==> config.mk <==
export PLATFORM = sky130hd
export DESIGN_NAME = iter_key_mixer
export DESIGN_NICKNAME = d
export VERILOG_FILES = /design/src/rtl/iter_key_mixer.sv
export SDC_FILE = /design/constraint.sdc
export NUM_CORES = 1
export LEC_CHECK = 0
export CAP_MARGIN = 0
export CORE_MARGIN = 2
export CORE_UTILIZATION = 27
export CTS_CLUSTER_SIZE = 10
export DETAILED_ROUTE_END_ITERATION = 8
export GPL_ROUTABILITY_DRIVEN = 0
export PLACE_DENSITY = 0.58
export SLEW_MARGIN = 5
export SYNTH_ARGS = -nofsm -noshare
export SYNTH_HDL_FRONTEND = slang
export SYNTH_SLANG_ARGS = --single-unit
==> constraint.sdc <==
create_clock -name clk -period 1.75 [get_ports clk]
set_clock_uncertainty 0.2 [all_clocks]
set_input_delay 0.35 -clock clk [delete_from_list [all_inputs] [get_ports clk]]
set_output_delay 0.35 -clock clk [all_outputs]
set_load 0.005 [all_outputs]
==> src/rtl/iter_key_mixer.sv <==
// rtl/iter_key_mixer.sv - iterative key/state mixing engine, one round per clock
//
// Accepts one {key, state} pair over in_valid/in_ready, runs ROUNDS rounds of
// st <= rotl(st,1) ^ rk(rnd), then presents the result over out_valid/out_ready.
//
// Ports:
//   clk        rising-edge clock
//   rst_n      asynchronous active-low reset
//   in_valid   key/state presented
//   in_ready   engine idle, can accept an operation
//   key        KEY_W key, sampled on acceptance
//   state      STATE_W initial state, sampled on acceptance
//   out_valid  result available
//   out_ready  consumer takes the result
//   out        STATE_W mixed state
//   busy       rounds in progress
//
// Build option: ITER_MIXER_KEY_ROLL_EN - round key is the low key slice and
// the key register rotates left by one bit each round.

module iter_key_mixer #(
    parameter int KEY_W   = 256,
    parameter int STATE_W = 128,
    parameter int ROUNDS  = 14
) (
    input  logic               clk,
    input  logic               rst_n,
    input  logic               in_valid,
    output logic               in_ready,
    input  logic [KEY_W-1:0]   key,
    input  logic [STATE_W-1:0] state,
    output logic               out_valid,
    input  logic               out_ready,
    output logic [STATE_W-1:0] out,
    output logic               busy
);

    localparam int N     = KEY_W / STATE_W;
    localparam int RND_W = $clog2(ROUNDS + 1);
    localparam logic [RND_W-1:0] LAST_RND = RND_W'(ROUNDS - 1);

    typedef enum logic [1:0] {
        IDLE = 2'd0,
        RUN  = 2'd1,
        DONE = 2'd2
    } fsm_t;

    fsm_t               fsm;
    fsm_t               fsm_nxt;
    logic [KEY_W-1:0]   key_reg;
    logic [STATE_W-1:0] st;
    logic [STATE_W-1:0] st_nxt;
    logic [STATE_W-1:0] rk;
    logic [RND_W-1:0]   rnd;

    // Round key and next state for the current round
    always_comb begin
        rk = '0;
`ifdef ITER_MIXER_KEY_ROLL_EN
        rk = key_reg[STATE_W-1:0];
`else
        // Slice 0 is the LSB slice; the slice index wraps modulo N
        rk = key_reg[(int'(rnd) % N) * STATE_W +: STATE_W];
`endif
        st_nxt = {st[STATE_W-2:0], st[STATE_W-1]} ^ rk;
    end

    // Next-state and handshake outputs
    always_comb begin
        fsm_nxt   = fsm;
        in_ready  = 1'b0;
        busy      = 1'b0;
        out_valid = 1'b0;
        case (fsm)
            IDLE: begin
                in_ready = 1'b1;
                if (in_valid) fsm_nxt = RUN;
            end
            RUN: begin
                busy = 1'b1;
                if (rnd == LAST_RND) fsm_nxt = DONE;
            end
            DONE: begin
                out_valid = 1'b1;
                if (out_ready) fsm_nxt = IDLE;
            end
            default: fsm_nxt = IDLE;
        endcase
    end

    always_ff @(posedge clk or negedge rst_n) begin
        if (!rst_n) begin
            fsm <= IDLE;
        end else begin
            fsm <= fsm_nxt;
        end
    end

    always_ff @(posedge clk or negedge rst_n) begin
        if (!rst_n) begin
            key_reg <= '0;
            st      <= '0;
            rnd     <= '0;
            out     <= '0;
        end else begin
            case (fsm)
                IDLE: begin
                    if (in_valid) begin
                        key_reg <= key;
                        st      <= state;
                        rnd     <= '0;
                    end
                end
                RUN: begin
                    st  <= st_nxt;
                    rnd <= rnd + 1'b1;
`ifdef ITER_MIXER_KEY_ROLL_EN
                    key_reg <= {key_reg[KEY_W-2:0], key_reg[KEY_W-1]};
`endif
                    // out only changes on the transition into DONE
                    if (rnd == LAST_RND) out <= st_nxt;
                end
                default: ;
            endcase
        end
    end

endmodule
==> results.tsv <==
metric	value	unit
period_share	120	%
syn_nets	2259	
cts.sinks	518	
max_freq	476	MHz
ys_warn_count	0	
clockBufferDepth	3	
fin_ws	-0.353	ns
final_cells	3773	
antenna_found_initial	17	
synth_compound_area_share	13.5	%
power.density	1930	mW/mm^2
ys_seq_area_share	54.3	%
grt_pass1_wl	127	mm
worstPathMaxFanout	5	
die_height	301	um
postLayoutCoreUtil	44.4	%
worstMarginPinSlew	0.453	ns
cp-start-kind	flop	
route.detailed.drc	0	
numPortBuffers	518	
vias	19300	
clk_latency	0.60	ns
synthCells	1869	
wl_per_cell	26.9	um
die_w	301	um
fin_nets	2956	
drtIter0Drc	1301	
required	2.02	ns
h-tree-depth	3	
timing.hold.ws	0.00342	ns
synth_top_area_share	54.3	%
cts-root-buf	clkbuf_16	
rows	109	
drv_slew	0	
dieArea	0.0907	mm^2
first_global_vias	19600	
post_synth.cell_area_avg	12.8	um^2
placed_cells	3511	
critical_path.top_delay_family	buffers and inverters	
hold_path.class	input pin to asynchronous set/reset pin	
critical_path.slowest_cell	dfrtp_4	
synth-seq-cells	518	
synth_area	0.0239	mm^2
cap_violations	0	
violations	negative setup slack	
initial_core_util	27.1	%
synth_top_family_by_area	multiplexers	
relSlewSlack	69.8	%
slowest_delay	0.50	ns
p_leak	16.3	nW
finalSetupViolCount	519	
muxShareOfSynthArea	20.6	%
routed_via_density	5.11	
cts_tree	built	
hold_viol	0	
ios	519	
first_pass_iters	5	
synth_cell_type_count	28	
track_usage	18.6	%
outcome	complete, but fails checks	
largest_reg_flops	256	
rsz0062_at_grt	yes	
layout_min_cycle_time	2.10	ns
worstPathBufferInverterCount	3	
synth-simple-area-share	3.02	%
yosys.area.top_type	dfrtp_1	
endpoint_kind	flop	
path_cells	or3b_4, buf_12, clkbuf_16, buf_8, mux2_4	
setup_tns	-110.80	ns
reg2reg_from	fsm[0]	
synthTopCellsByArea	dfrtp_1 54%, mux2_4 12%, mux2i_1 5.4%	
clkTransAtPathRegs	0.06	ns
synth_xor_area_share	4.74	%
cp_data_arrival_time	2.37	ns
grt_max_degree	78	
gr-total-overflow	0	
worstSetupStartpoint	fsm[0]	
drtAntennaViolNets	0	
drive_gt1_share	45.8	%
path_class	flop to flop	
post-dp-hpwl	56.3	mm
core	0.0880	mm^2
synthAdderAreaFrac	0.105	%
max-vdd-ir-drop	768	uV
cts_buffers	66	
wl	102	mm
syn2layout_area_growth	63.7	%
where the power goes:
| part | switching, mW | internal (mW) | leakage (nW) |
|---|---|---|---|
| registers | 5.66 | 18.1 | 6.20 |
| logic | 17.7 | 21.0 | 9.16 |
| clock network | 5.46 | 7.33 | 0.945 |
worst reg2reg max path: stages, from the launching register on:
cell       delay, ns
dfrtp_4         0.50
or3b_4          0.48
buf_12          0.18
clkbuf_16       0.18
buf_8           0.15
mux2_4          0.29
what timing repair did:
| action | in CTS | in global routing |
|---|---|---|
| pin swaps | 29 | 221 |
| gates resized for setup | 641 | 689 |
| endpoints found under the setup margin | 642 | 536 |
| endpoints found under the hold margin | 518 | 0 |
| hold buffers | 2 | 0 |
| gates cloned | 33 | 63 |
| buffers inserted | 33 | 47 |
area by class of cell:
type | count | area (um^2)
inverter | 4 | 22.5
clock inverter | 10 | 108
sequential | 518 | 13000
fill | 7747 | 48900
multi-input combinational | 1178 | 13200
antenna | 11 | 27.5
tap | 1165 | 1460
timing repair buffer | 798 | 9430
clock buffer | 89 | 1840
cell usage after synthesis:
| master | n |
|---|---|
| o31ai_1 | 128 |
| o2bb2ai_1 | 1 |
| and2_1 | 1 |
| clkbuf_1 | 102 |
| buf_2 | 44 |
| nand3b_1 | 1 |
| or3b_1 | 1 |
| mux2_2 | 60 |
| nand2_1 | 3 |
| nand3_1 | 2 |
| o21ai_0 | 131 |
| buf_6 | 22 |
| or2_2 | 1 |
| dfrtp_1 | 518 |
| nand4_1 | 1 |
| nand2b_1 | 2 |
| ha_1 | 2 |
| mux2i_1 | 129 |
| nor2_1 | 3 |
| xor2_1 | 128 |
| nor3_1 | 128 |
| buf_1 | 4 |
| mux2_4 | 196 |
| a211oi_1 | 128 |
| inv_1 | 3 |
| xnor2_1 | 1 |
| inv_2 | 1 |
| a21oi_1 | 128 |
metrics by stage:
step / total power [mW] / cell area [um^2] / setup WS (ns)
2_1_floorplan: 38.0 / 24100 / -0.132
3_3_place_gp: 48.1 / 31300 / -0.557
3_5_place_dp: 48.9 / 31300 / -0.570
4_1_cts: 64.1 / 34400 / -0.371
5_1_grt: 78.8 / 39100 / -0.388
6_report: 75.3 / 39100 / -0.353
placed cells by master (no fill, tap or decap), types with 44 or more instances in the layout:
master / instances
o31ai_1: 92
nor3_1: 114
clkbuf_16: 109
o21ai_1: 44
buf_4: 61
mux2_2: 60
buf_12: 67
mux2i_4: 63
clkdlybuf4s50_1: 386
a211oi_2: 92
mux2_4: 196
xor2_1: 70
dfrtp_1: 515
o21ai_0: 62
xor2_2: 51
a21oi_4: 57
buf_6: 50
buf_2: 124
kinds of logic after synthesis:
family	count (synthesis)
flops	518
compound gates	516
mux	385
buf+inv	176
simple gates	143
xor+xnor	129
fa+ha+maj	2
layer usage:
layer	wire length, um	track usage, %
met4	3820	7.82
met5	49	0
met1	40400	23.0
met2	50900	31.1
met3	6360	4.31
path summary, 6_finish.rpt:
kind | to | slack, ns | cells after the start
worst max register to register | key_reg[115] | -0.35 | 5
worst max-delay path | key_reg[115] | -0.35 | 5
worst min register to register | out[121] | 0.29 | 2
min in group clk | key_reg[222] | 0.16 | 2
worst min-delay path | out[78] | 0.003 | 2
max in group asynchronous | fsm[1] | 0.59 | 4
No activity file was read; power rests on OpenSTA's default activity.
